<file path="src/rtl/reset_pulse_pkg.sv">
// Shared state encoding and default timing constants for reset_pulse_gen.
package reset_pulse_pkg;

  typedef enum logic [1:0] {
    IDLE     = 2'd0,
    ASSERT   = 2'd1,
    COOLDOWN = 2'd2
  } state_e;

  localparam int DEF_PULSE_CYCLES    = 4;
  localparam int DEF_COOLDOWN_CYCLES = 8;
  localparam int DEF_WDT_CYCLES      = 1024;

  function automatic int max_int(input int a, input int b);
    return (a > b) ? a : b;
  endfunction

endpackage

</file>
<file path="src/rtl/reset_pulse_gen_pulse_timer.sv">
// Loadable down-counter with zero flag; saturates at zero instead of wrapping.
module pulse_timer
  import reset_pulse_pkg::*;
#(
  parameter int               WIDTH     = 4,
  parameter logic [WIDTH-1:0] RESET_VAL = '0
) (
  input  logic             clk,
  input  logic             reset,
  input  logic             load_i,
  input  logic [WIDTH-1:0] load_val_i,
  output logic [WIDTH-1:0] value_o,
  output logic             zero_o
);

  logic [WIDTH-1:0] value_q, value_d;

  always_comb begin
    value_d = value_q;
    if (load_i) begin
      value_d = load_val_i;
    end else if (value_q != '0) begin
      value_d = value_q - WIDTH'(1);
    end
  end

  always_ff @(posedge clk) begin
    if (reset) begin
      value_q <= RESET_VAL;
    end else begin
      value_q <= value_d;
    end
  end

  assign value_o = value_q;
  assign zero_o  = (value_q == '0);

endmodule

</file>
<file path="src/rtl/reset_pulse_gen.sv">
// Registered reset-pulse generator with enforced cooldown.
// Optional watchdog compiled in with macro RESET_PULSE_WATCHDOG_EN.
module reset_pulse_gen
  import reset_pulse_pkg::*;
#(
  parameter int PULSE_CYCLES    = DEF_PULSE_CYCLES,
  parameter int COOLDOWN_CYCLES = DEF_COOLDOWN_CYCLES,
  parameter int WDT_CYCLES      = DEF_WDT_CYCLES
) (
  input  logic clk,
  input  logic reset,
  input  logic req,
  input  logic kick,
  output logic reset_pulse_out,
  output logic busy,
  output logic done,
  output logic wdt_fired
);

  localparam int CNT_W = $clog2(max_int(PULSE_CYCLES, COOLDOWN_CYCLES) + 1);
  localparam logic [CNT_W-1:0] PULSE_LOAD = CNT_W'(PULSE_CYCLES - 1);
  localparam logic [CNT_W-1:0] COOL_LOAD  =
    CNT_W'((COOLDOWN_CYCLES > 0) ? (COOLDOWN_CYCLES - 1) : 0);

  state_e           state_q, state_d;
  logic             pulse_q, pulse_d;
  logic             done_q, done_d;
  logic             cnt_load;
  logic [CNT_W-1:0] cnt_load_val;
  logic             cnt_zero;
  logic [CNT_W-1:0] unused_cnt_value;
  logic             start_req;

  assign busy = (state_q != IDLE);

`ifdef RESET_PULSE_WATCHDOG_EN
  // Down-count of remaining idle cycles; its reset value equals "zero elapsed".
  localparam int WDT_W = $clog2(WDT_CYCLES);
  localparam logic [WDT_W-1:0] WDT_LOAD = WDT_W'(WDT_CYCLES - 1);

  logic             wdt_zero;
  logic             wdt_expire;
  logic [WDT_W-1:0] unused_wdt_value;

  assign wdt_expire = wdt_zero && (state_q == IDLE);

  pulse_timer #(
    .WIDTH     (WDT_W),
    .RESET_VAL (WDT_LOAD)
  ) u_wdt (
    .clk        (clk),
    .reset      (reset),
    .load_i     (busy || kick || wdt_expire),
    .load_val_i (WDT_LOAD),
    .value_o    (unused_wdt_value),
    .zero_o     (wdt_zero)
  );

  assign wdt_fired = wdt_expire && !kick;
  assign start_req = req || wdt_fired;
`else
  localparam int unused_wdt_cycles = WDT_CYCLES;
  logic unused_kick;

  assign unused_kick = kick;
  assign wdt_fired   = 1'b0;
  assign start_req   = req;
`endif

  pulse_timer #(
    .WIDTH (CNT_W)
  ) u_timer (
    .clk        (clk),
    .reset      (reset),
    .load_i     (cnt_load),
    .load_val_i (cnt_load_val),
    .value_o    (unused_cnt_value),
    .zero_o     (cnt_zero)
  );

  always_ff @(posedge clk) begin
    if (reset) begin
      state_q <= IDLE;
      pulse_q <= 1'b0;
      done_q  <= 1'b0;
    end else begin
      state_q <= state_d;
      pulse_q <= pulse_d;
      done_q  <= done_d;
    end
  end

  always_comb begin
    state_d      = state_q;
    cnt_load     = 1'b0;
    cnt_load_val = PULSE_LOAD;
    unique case (state_q)
      IDLE: begin
        if (start_req) begin
          state_d      = ASSERT;
          cnt_load     = 1'b1;
          cnt_load_val = PULSE_LOAD;
        end
      end
      ASSERT: begin
        if (cnt_zero) begin
          if (COOLDOWN_CYCLES == 0) begin
            state_d = IDLE;
          end else begin
            state_d      = COOLDOWN;
            cnt_load     = 1'b1;
            cnt_load_val = COOL_LOAD;
          end
        end
      end
      COOLDOWN: begin
        if (cnt_zero) begin
          state_d = IDLE;
        end
      end
      default: state_d = IDLE;
    endcase
  end

  // Pulse and done are computed one cycle early so they leave straight from flops.
  always_comb begin
    pulse_d = (state_d == ASSERT);
    done_d  = (state_q != IDLE) && (state_d == IDLE);
  end

  assign reset_pulse_out = pulse_q;
  assign done            = done_q;

endmodule

</file>
<file path="config.mk">
export PLATFORM = sky130hd
export DESIGN_NAME = reset_pulse_gen
export DESIGN_NICKNAME = d
export VERILOG_FILES = /design/src/rtl/reset_pulse_pkg.sv /design/src/rtl/reset_pulse_gen_pulse_timer.sv /design/src/rtl/reset_pulse_gen.sv
export SDC_FILE = /design/constraint.sdc
export NUM_CORES = 1
export LEC_CHECK = 0
export CORE_AREA = 2 2 39 41
export CTS_CLUSTER_SIZE = 10
export DETAILED_ROUTE_END_ITERATION = 16
export DIE_AREA = 0 0 41 43
export PLACE_DENSITY = 0.61
export REMOVE_ABC_BUFFERS = 1
export SKIP_CTS_REPAIR_TIMING = 1
export SLEW_MARGIN = 0
export SYNTH_ARGS = -nofsm -noshare
export SYNTH_HDL_FRONTEND = slang
export SYNTH_HIERARCHICAL = 1
export SYNTH_SLANG_ARGS = --single-unit
</file>
<file path="constraint.sdc">
create_clock -name clk -period 4.6 [get_ports clk]
set_input_delay 0.69 -clock clk [delete_from_list [all_inputs] [get_ports clk]]
set_output_delay 0.69 -clock clk [all_outputs]
set_load 0.03 [all_outputs]
</file>
After elaboration in Yosys (flattened, before gate mapping)

Cells that the tools add are included.

Bits of input ports: 4
Bits in registers: 8
Output and inout bits: 4
Word-level logic and storage cells: 26

Mux-type cells: 11
Equal/unequal tests: 3
$add $sub $neg: 1
Reduce and logical (&&, ||, !) cells: 7

Operators by type and width:

| cell                | number |
|---|---|
| $mux 4              | 2 |
| $mux 2              | 3 |
| $mux 3              | 2 |
| $pmux 2 s3          | 1 |
| $eq 2x1->1 const B  | 2 |
| $logic_not 2->1     | 2 |
| $logic_not 4->1     | 1 |
| $reduce_bool 2->1   | 2 |
| $reduce_bool 4->1   | 1 |
| $sub 4x1->4 const B | 1 |
| $eq 2x2->1 const B  | 1 |
| $mux 1              | 2 |
| $pmux 1 s2          | 1 |
| $logic_and 1x1->1   | 1 |

Logic depth before layout (Yosys ltp)

Gate-level depths: netlist of the first run.

Depth after elaboration: 5
Depth in mapped cells: 7
Gate-level depth less buffers: 7

Modules after synthesis

The synthesis of the first run kept the hierarchy.

By module, submodules not included:

| module          | times used | cells each | area an instance (µm²) | seq. area each (µm²) |
|---|---|---|---|---|
| pulse_timer     | 1          | 24         | 229.0                  | 80.1 |
| reset_pulse_gen | 1          | 19         | 170.2                  | 80.1 |

Least setup slack after synthesis of the first run

OpenSTA, ideal clock, no wires.

Path kind: register -> register
From: reg u_timer.value_q[0], in the netlist u_timer/value_o[0]
To: reg u_timer.value_q[3], in the netlist u_timer/value_o[3]
Library setup time: 131 ps
Data required time: 4,469 ps
Clock period less this slack: 1,597 ps
Buffers on the path: 0
Data arrival time: 1,466 ps
Cell stages (with the launch flop): 8
Path slack: 3,003 ps
Cells stage by stage: dfxtp_1 -> inv_1 -> ha_1 -> nor3b_4 -> nand2_1 -> a21oi_1 -> or2_2 -> o32ai_1

Word-level cells in the longest chain between the ends: 4
Elaborated cells between the ends (all ways): 8
Classes of those cells: add/sub (1); mux (4); reduce/logical (3)

Ends and longest elaborated chain:

| what                                        | line                              | source |
|---|---|---|
| from (decl)                                 | reset_pulse_gen_pulse_timer.sv:16 | `logic [WIDTH-1:0] value_q, value_d;` |
| from (signal assigned)                      | reset_pulse_gen_pulse_timer.sv:31 | `value_q <= value_d;` |
| $logic_not 4->1 *                           | reset_pulse_gen_pulse_timer.sv:36 | `assign zero_o = (value_q == '0);` |
| named net cnt_zero                          | reset_pulse_gen.sv:30             | `logic cnt_zero;` |
| $mux 1 *                                    | reset_pulse_gen.sv:106            | `if (cnt_zero) begin` |
| $pmux 1 s2 *                                | reset_pulse_gen.sv:97             | `unique case (state_q)` |
| named net cnt_load                          | reset_pulse_gen.sv:28             | `logic cnt_load;` |
| $mux 4 or $reduce_bool 2->1 (tied branches) | --                                |  |

Mark *: on every way through the listed nets, which the timed path passes. The rest lies on a longest branch. The select of a mux whose other input is x is not followed.
A chain may end at the register's enable or synchronous reset.

Final worst setup path of the first run

From: reg state_q[1]
To: out busy

Word-level cells in the longest chain between the ends: 1

Ends and longest elaborated chain:

| what                   | line                  | source |
|---|---|---|
| from (decl)            | reset_pulse_gen.sv:25 | `state_e state_q, state_d;` |
| from (signal assigned) | reset_pulse_gen.sv:87 | `state_q <= state_d;` |
| $reduce_bool 2->1      | reset_pulse_gen.sv:34 | `assign busy = (state_q != IDLE);` |
| to (decl)              | reset_pulse_gen.sv:15 | `output logic busy,` |

Every way passes these cells.

==> results of run 1 <==
==> path summary, 6_finish.rpt <==
path                                         from                         endpoint  cells after the start  slack, ps
hold / removal              state_q[1]$_SDFF_PP0_       reset_pulse_out$_SDFF_PP0_                      1        550
setup / recovery            state_q[1]$_SDFF_PP0_                             busy                      2       2440
hold reg to reg             state_q[1]$_SDFF_PP0_       reset_pulse_out$_SDFF_PP0_                      1        550
setup reg to reg  u_timer/value_o[0]$_SDFFE_PP0P_  u_timer/value_o[3]$_SDFFE_PP0P_                      7       2750
==> through the flow <==
step	power, mW	cell area (sq um)	hold WS (ps)	std cells	utilization (%)
6_report	0.332	492	554	68	35.5
5_1_grt	0.359	492	601	68	35.5
4_1_cts	0.335	492	555	68	35.5
3_5_place_dp	0.279	469	547	65	33.9
2_1_floorplan	0.244	399	495	44	-
3_3_place_gp	0.279	469	552	65	33.9
==> power groups by stage <==
stage                     clock [mW]  sequential [mW]  combinational, mW
final                         0.0533            0.114              0.164
after global routing          0.0590            0.117              0.183
after CTS                     0.0560            0.114              0.165
after detailed placement           0            0.115              0.163
after global placement             0            0.115              0.163
after floorplan                    0            0.117              0.127
==> registers in the layout (all words and copies together), names as in the netlist <==
register         count
state_q              2
u_timer/value_o      4
done                 1
reset_pulse_out      1
==> layer usage <==
metal | GRT usage, % | wire length (um) | vias up
met3 | 4.71 | 17 | 2
met2 | 12.5 | 265 | 5
met1 | 12.5 | 330 | 129
met5 | 0 | 0 | -
li1 | - | - | 163
met4 | 8.00 | 14 | 0
==> cells by family after synthesis <==
| group | after synthesis |
|---|---|
| AOI/OAI and AO/OA | 7 |
| DFF | 8 |
| muxes | 1 |
| xor gates and xnor gates | 2 |
| and+or+nand+nor | 19 |
| other | 2 |
| buffers and inverters | 3 |
| adders and majority gates | 1 |
==> critical path: stages (launching register included) <==
cell and delay (ps):
dfxtp_1 430, or2_1 140, clkdlybuf4s50_1 650
==> cells in the final DEF, fill, tap and decap left out, drive strengths merged <==
master,netlist,final
inv,2,2
conb,2,4
nor2,2,2
mux2,1,1
nor3,3,3
nand2b,2,2
or2,2,2
or4b,1,1
and3b,1,1
nor2b,2,2
nand2,4,4
clkdlybuf4s50,0,5
o31ai,1,1
clkbuf,0,3
o22ai,2,2
dfxtp,8,8
nor3b,2,2
ha,1,1
a21oi,1,1
o32ai,1,1
xnor2,2,2
a211oi,2,2
==> cell type report <==
| cell class | count | area (sq um) | share of cell area, % |
|---|---|---|---|
| clock buffers | 3 | 22.5 | 4.58 |
| inverters | 2 | 7.51 | 1.53 |
| multi-input cells | 34 | 231 | 47.1 |
| flip-flops and latches | 8 | 160 | 32.6 |
| well taps | 16 | 20.0 | 4.07 |
| repair buffers | 5 | 50.0 | 10.2 |
==> flow_summary.yaml, run 1 <==
clock_network:
  cts_buffers: 3
  cts.path.max_buffers: 2
  cts_tree: "yes"
  clock_sinks: 8
  cts_root_buf: "clkbuf_4"
  clk_pin_slew_ps: 50
  clock_latency_ps: 250
  h-tree-depth: 1
grt:
  grt_pass1_wl_mm: 1.14
  grt_max_degree: 11
  gr-usage-all-layers_pct: 10.0
  antenna_found_initial: 0
  grt_pass1_vias: 274
  grt_overflow: 0
detailed_routing:
  ant_nets: 0
  vias: 299
  drc: 0
  dr.pass1.iters: 2
  wl_per_cell_um: 9.25
  via_per_inst: 4.40
  routed_wl_um: 629
  drt_iter0_drc: 2
power:
  p_switching_mw: 0.123
  internal-power_mw: 0.208
  vdd_drop_max_v: 0.000191
  p_leak_nw: 0.189
  combPwrFrac_pct: 49.5
  powerDensity_nw_per_um2: 675
  power_frac_seq_pct: 34.4
  switching_share_pct: 37.2
  pwr-share-clk_pct: 16.1
synthesis:
  ys_types: 24
  syn_avg_cell_area_sq_um: 9.28
  ys.flop_type: "dfxtp_1"
  synth.most_common_cell: "dfxtp_1"
  yosysWarnings: 6
  synth_simple_gate_area_share_pct: 31.7
  synth_fa_ha_area_share_pct: 3.13
  netlist_instances: 43
  synth_mux_area_share_pct: 2.82
  synth_compound_area_share_pct: 12.2
  yosysSeqAreaShare_pct: 40.1
  synth_top_area_cell: "dfxtp_1"
  synth-xor-area-share_pct: 4.39
  synth_top_family_by_area: "simple AND/OR/NAND/NOR gates"
  synth_top_area_share_pct: 40.1
  async_flop_share_pct: 0
  synthTopCellsByArea: "dfxtp_1 40%, nor3b_4 4.7%, xnor2_1 4.4%"
  synth_edf_count: 0
  synthTopCellsByCount: "8 x dfxtp_1, 4 x nand2_1"
  synthesis.area_sq_um: 399
  ys_ff_latch: 8
sta:
  period_share_pct: 46.9
  slew_viol_final: 0
  setup_tns_ps: 0
  layout_min_cycle_time_ps: 2160
  grt_setup_unrepaired: "false"
  finClkSkew_ps: 3.66
  setup_slack_ps: 2440
  finalSetupViolCount: 0
  clock.fmax_mhz: 464
  finalHoldViolations: 0
critical_path:
  crit_arrival_ps: 1470
  critPathKind: "flip-flop to output port"
  cp_max_fo: 8
  crit_path_end_kind: "output port"
  cp.required_ps: 3910
  cp-start-kind: "flip-flop"
floorplanning:
  die_area_sq_um: 1760
  io_pins: 8
  die_h_um: 43
  rows: 14
  fp.dieW_um: 41
  core_area_sq_um: 1380
  start_util_pct: 28.8
placement:
  io_buffers: 5
  dp_hpwl_um: 461
  routabilityCongestion: 0.654
  dpl_worst_slack_ps: 2580
flow_run:
  max-cap-violations: 0
layout:
  syn_to_final_growth_pct: 23.2
  layout-drive-gt1-share_pct: 15.4
  nets: 59
  fillers: 149
  n_antenna_cell: 0
worst_hold_path:
  hp-class: "flip-flop to flip-flop"
status:
  status: "completed"
Note: power is estimated with default switching activity, not from simulation.
==> run 2: changes to the inputs <==
- clock period: 4.6 -> 2.2 ns (I/O delays scaled with it)
==> flow_summary.yaml, run 2 (synthesis gave the netlist of run 1 again) <==
status:
  status: "completed"
layout:
  nets: 60
  syn_to_final_growth_pct: 25.1
  stdcell_area_sq_um: 499
  n_antenna_cell: 0
  fillers: 150
  final_cell_mix: "8 x dfxtp_1, 5 x clkdlybuf4s50_1, 4 x nand2_1, 4 x conb_1, 3 x clkbuf_4"
  layout-drive-gt1-share_pct: 17.0
  layout_commonest_cell: "dfxtp_1"
  largest_reg_flops: 4
critical_path:
  crit_arrival_ps: 1480
  cp-start-kind: "flip-flop"
  cp.required_ps: 1870
  cp_max_fo: 8
  critPathKind: "flip-flop to output port"
  crit_path_end_kind: "output port"
sta:
  layout_min_cycle_time_ps: 1810
  slew_viol_final: 0
  finClkSkew_ps: 6.61
  holdWs_ps: 564
  finalHoldViolations: 0
  finalSetupViolCount: 0
  period_share_pct: 82.5
  clock.fmax_mhz: 551
  setup_tns_ps: 0
  grt_setup_unrepaired: "false"
clock_network:
  clock_latency_ps: 250
  clk_pin_slew_ps: 50
  cts_root_buf: "clkbuf_4"
  clock_sinks: 8
  cts_buffers: 3
  cts_tree: "yes"
  cts.path.max_buffers: 2
  h-tree-depth: 1
worst_hold_path:
  hp-class: "flip-flop to flip-flop"
grt:
  antenna_found_initial: 0
  grt_max_degree: 11
  grt_pass1_vias: 279
  gr-usage-all-layers_pct: 10.5
  grt_overflow: 0
  grt_pass1_wl_mm: 1.15
floorplanning:
  core_area_sq_um: 1380
  rows: 14
  die_h_um: 43
  die_area_sq_um: 1760
  fp.dieW_um: 41
  io_pins: 8
  start_util_pct: 28.8
detailed_routing:
  drc: 0
  drt_iter0_drc: 3
  ant_nets: 0
  dr.pass1.iters: 2
  routed_wl_um: 673
  vias: 311
  wl_per_cell_um: 9.75
  via_per_inst: 4.51
power:
  p_leak_nw: 0.194
  switching_share_pct: 36.8
  vdd_drop_max_v: 0.000397
  combPwrFrac_pct: 50.9
  p_switching_mw: 0.263
  power_frac_seq_pct: 33.5
  internal-power_mw: 0.453
  pwr-share-clk_pct: 15.6
  powerDensity_nw_per_um2: 1430
placement:
  routabilityCongestion: 0.680
  io_buffers: 5
  dp_hpwl_um: 479
  placed_cell_area_sq_um: 477
flow_run:
  max-cap-violations: 0
[run 2: area by class of cell]
class	count	area, sq um	area share, %
clock buffers	3	22.5	4.51
inverters	2	7.51	1.50
multi-input cells	34	231	46.4
flip-flops and latches	8	160	32.1
well taps	16	20.0	4.01
repair buffers	6	57.6	11.5
[run 2: final timing paths]
| path | startpoint | to | slack, ps | depth (start not counted) |
|---|---|---|---|---|
| setup reg to reg | u_timer/value_o[0]$_SDFFE_PP0P_ | u_timer/value_o[3]$_SDFFE_PP0P_ | 500 | 7 |
| hold / removal | state_q[0]$_SDFF_PP0_ | done$_SDFF_PP0_ | 560 | 2 |
| hold reg to reg | state_q[0]$_SDFF_PP0_ | done$_SDFF_PP0_ | 560 | 2 |
| setup / recovery | state_q[1]$_SDFF_PP0_ | busy | 390 | 2 |
[run 2: power by group through the flow]
stage               logic, mW  registers, mW  clock network, mW
CTS                     0.366          0.239              0.119
detailed placement      0.363          0.242                  0
floorplan               0.266          0.245                  0
finish                  0.365          0.240              0.112
global placement        0.363          0.241                  0
global route            0.408          0.247              0.124
[run 2: metrics by stage]
step | std cells | utilization [%] | setup WS (ps) | power [mW]
after floorplan | 44 | - | 603 | 0.511
after global placement | 66 | 34.4 | 537 | 0.604
after detailed placement | 66 | 34.4 | 515 | 0.605
after CTS | 69 | 36.1 | 384 | 0.724
after global routing | 69 | 36.1 | 289 | 0.779
final | 69 | 36.1 | 386 | 0.716
[run 2: critical path: stages, from the launching register on]
cell             delay [ps]
dfxtp_1                 440
or2_1                   140
clkdlybuf4s50_1         660
[run 2: routing by layer]
metal | up-vias | part of all wire [%] | routed length [um] | GRT usage [%]
met1 | 136 | 48 | 322 | 12.8
li1 | 166 | - | - | -
met2 | 7 | 47 | 313 | 12.8
met4 | 0 | 1.8 | 12 | 8.00
met3 | 2 | 3.6 | 24 | 6.28
met5 | - | 0 | 0 | 0
==> run 3: changes to the inputs <==
- clock period: 2.2 -> 1.85 ns (I/O delays scaled with it)
==> flow_summary.yaml, run 3 (synthesis gave the netlist of run 1 again) <==
detailed_routing:
  drt_iter0_drc: 7
  ant_nets: 0
  vias: 323
  drc: 0
  routed_wl_um: 716
  via_per_inst: 4.49
  dr.pass1.iters: 3
  wl_per_cell_um: 9.94
critical_path:
  cp_max_fo: 8
  cp.depth: 2
  path_cells: "or2_1, clkdlybuf4s50_1"
  crit_arrival_ps: 1480
  cp.buffers_inverters: 1
  crit_path_end_kind: "output port"
  critPathKind: "flip-flop to output port"
  cp_slowest_cell: "clkdlybuf4s50_1"
  cp.required_ps: 1570
  reg2regPathDepth: 8
  slowest_delay_ps: 660
  cp-start-kind: "flip-flop"
  critical_path.top_delay_family: "buffers and inverters"
layout:
  final_cell_mix: "8 x dfxtp_1, 5 x clkdlybuf4s50_1, 4 x nand2_1, 4 x conb_1, 4 x buf_4"
  layout_commonest_cell: "dfxtp_1"
  layout-drive-gt1-share_pct: 23.2
  syn_to_final_growth_pct: 32.6
  largest_reg_flops: 4
  fillers: 152
  n_antenna_cell: 0
  nets: 63
power:
  p_leak_nw: 0.210
  powerDensity_nw_per_um2: 1700
  power_mw: 0.897
  vdd_drop_max_v: 0.000535
clock_network:
  clock_latency_ps: 250
  cts.path.max_buffers: 2
  h-tree-depth: 1
  cts_root_buf: "clkbuf_4"
  cts_buffers: 3
  clock_sinks: 8
  cts_tree: "yes"
  clk_pin_slew_ps: 50
sta:
  setup_slack_ps: 94.3
  finClkSkew_ps: 2.06
  finalSetupViolCount: 0
  finalHoldViolations: 0
  holdWs_ps: 559
  setup_tns_ps: 0
  slew_viol_final: 0
  period_share_pct: 94.9
  grt_setup_unrepaired: "false"
  clock.fmax_mhz: 570
  layout_min_cycle_time_ps: 1760
placement:
  dp_hpwl_um: 542
  io_buffers: 5
  routabilityCongestion: 0.685
  dpl_worst_slack_ps: 158
floorplanning:
  start_util_pct: 28.8
  io_pins: 8
  die_h_um: 43
  die_area_sq_um: 1760
  core_area_sq_um: 1380
  rows: 14
  fp.dieW_um: 41
worst_hold_path:
  hp-class: "flip-flop to flip-flop"
  min_path_cells: 1
grt:
  grt_pass1_vias: 317
  gr-usage-all-layers_pct: 11.2
  grt_pass1_wl_mm: 1.27
  grt_overflow: 0
  antenna_found_initial: 0
  grt_max_degree: 9
flow_run:
  max-cap-violations: 0
status:
  status: "completed"
==> run 3: cell count changes in the layout (fill, tap and decap cells not counted) <==
cell | previous run | this run
buf_4 | 1 | 4
o32ai_2 | 0 | 1
o32ai_1 | 1 | 0
==> run 3: metrics by stage <==
| stage | std cells | instance area [sq um] | utilization (%) |
|---|---|---|---|
| floorplan | 44 | 399 | - |
| global placement | 69 | 499 | 36.1 |
| detailed placement | 69 | 499 | 36.1 |
| CTS | 72 | 522 | 37.7 |
| global route | 72 | 529 | 38.2 |
| finish | 72 | 529 | 38.2 |
==> run 3: layout make-up <==
type / count / area (sq um) / area share [%]
Tap cell: 16 / 20.0 / 3.78
Timing Repair Buffer: 9 / 80.1 / 15.1
Multi-Input combinational cell: 34 / 239 / 45.2
Clock buffer: 3 / 22.5 / 4.26
Inverter: 2 / 7.51 / 1.42
Sequential cell: 8 / 160 / 30.3
==> run 3: report_power, final <==
group	switching (mW)	leakage, nW	total (mW)	internal (mW)
Combinational	0.222	0.130	0.485	0.263
Sequential	0.0533	0.0660	0.282	0.229
Clock	0.0563	0.0138	0.130	0.0740
==> run 3: worst paths after layout <==
path	from	to	slack (ps)
hold / removal	state_q[1]$_SDFF_PP0_	state_q[0]$_SDFF_PP0_	560
setup reg to reg	u_timer/value_o[0]$_SDFFE_PP0P_	u_timer/value_o[3]$_SDFFE_PP0P_	150
setup / recovery	state_q[1]$_SDFF_PP0_	busy	90
hold reg to reg	state_q[1]$_SDFF_PP0_	state_q[0]$_SDFF_PP0_	560
==> run 3: layer usage <==
| metal | global-route usage [%] | share of wire [%] | up-vias |
|---|---|---|---|
| li1 | - | - | 172 |
| met1 | 12.9 | 48 | 144 |
| met2 | 15.6 | 47 | 5 |
| met3 | 4.71 | 2.4 | 2 |
| met4 | 8.00 | 1.8 | 0 |
| met5 | 0 | 0 | - |
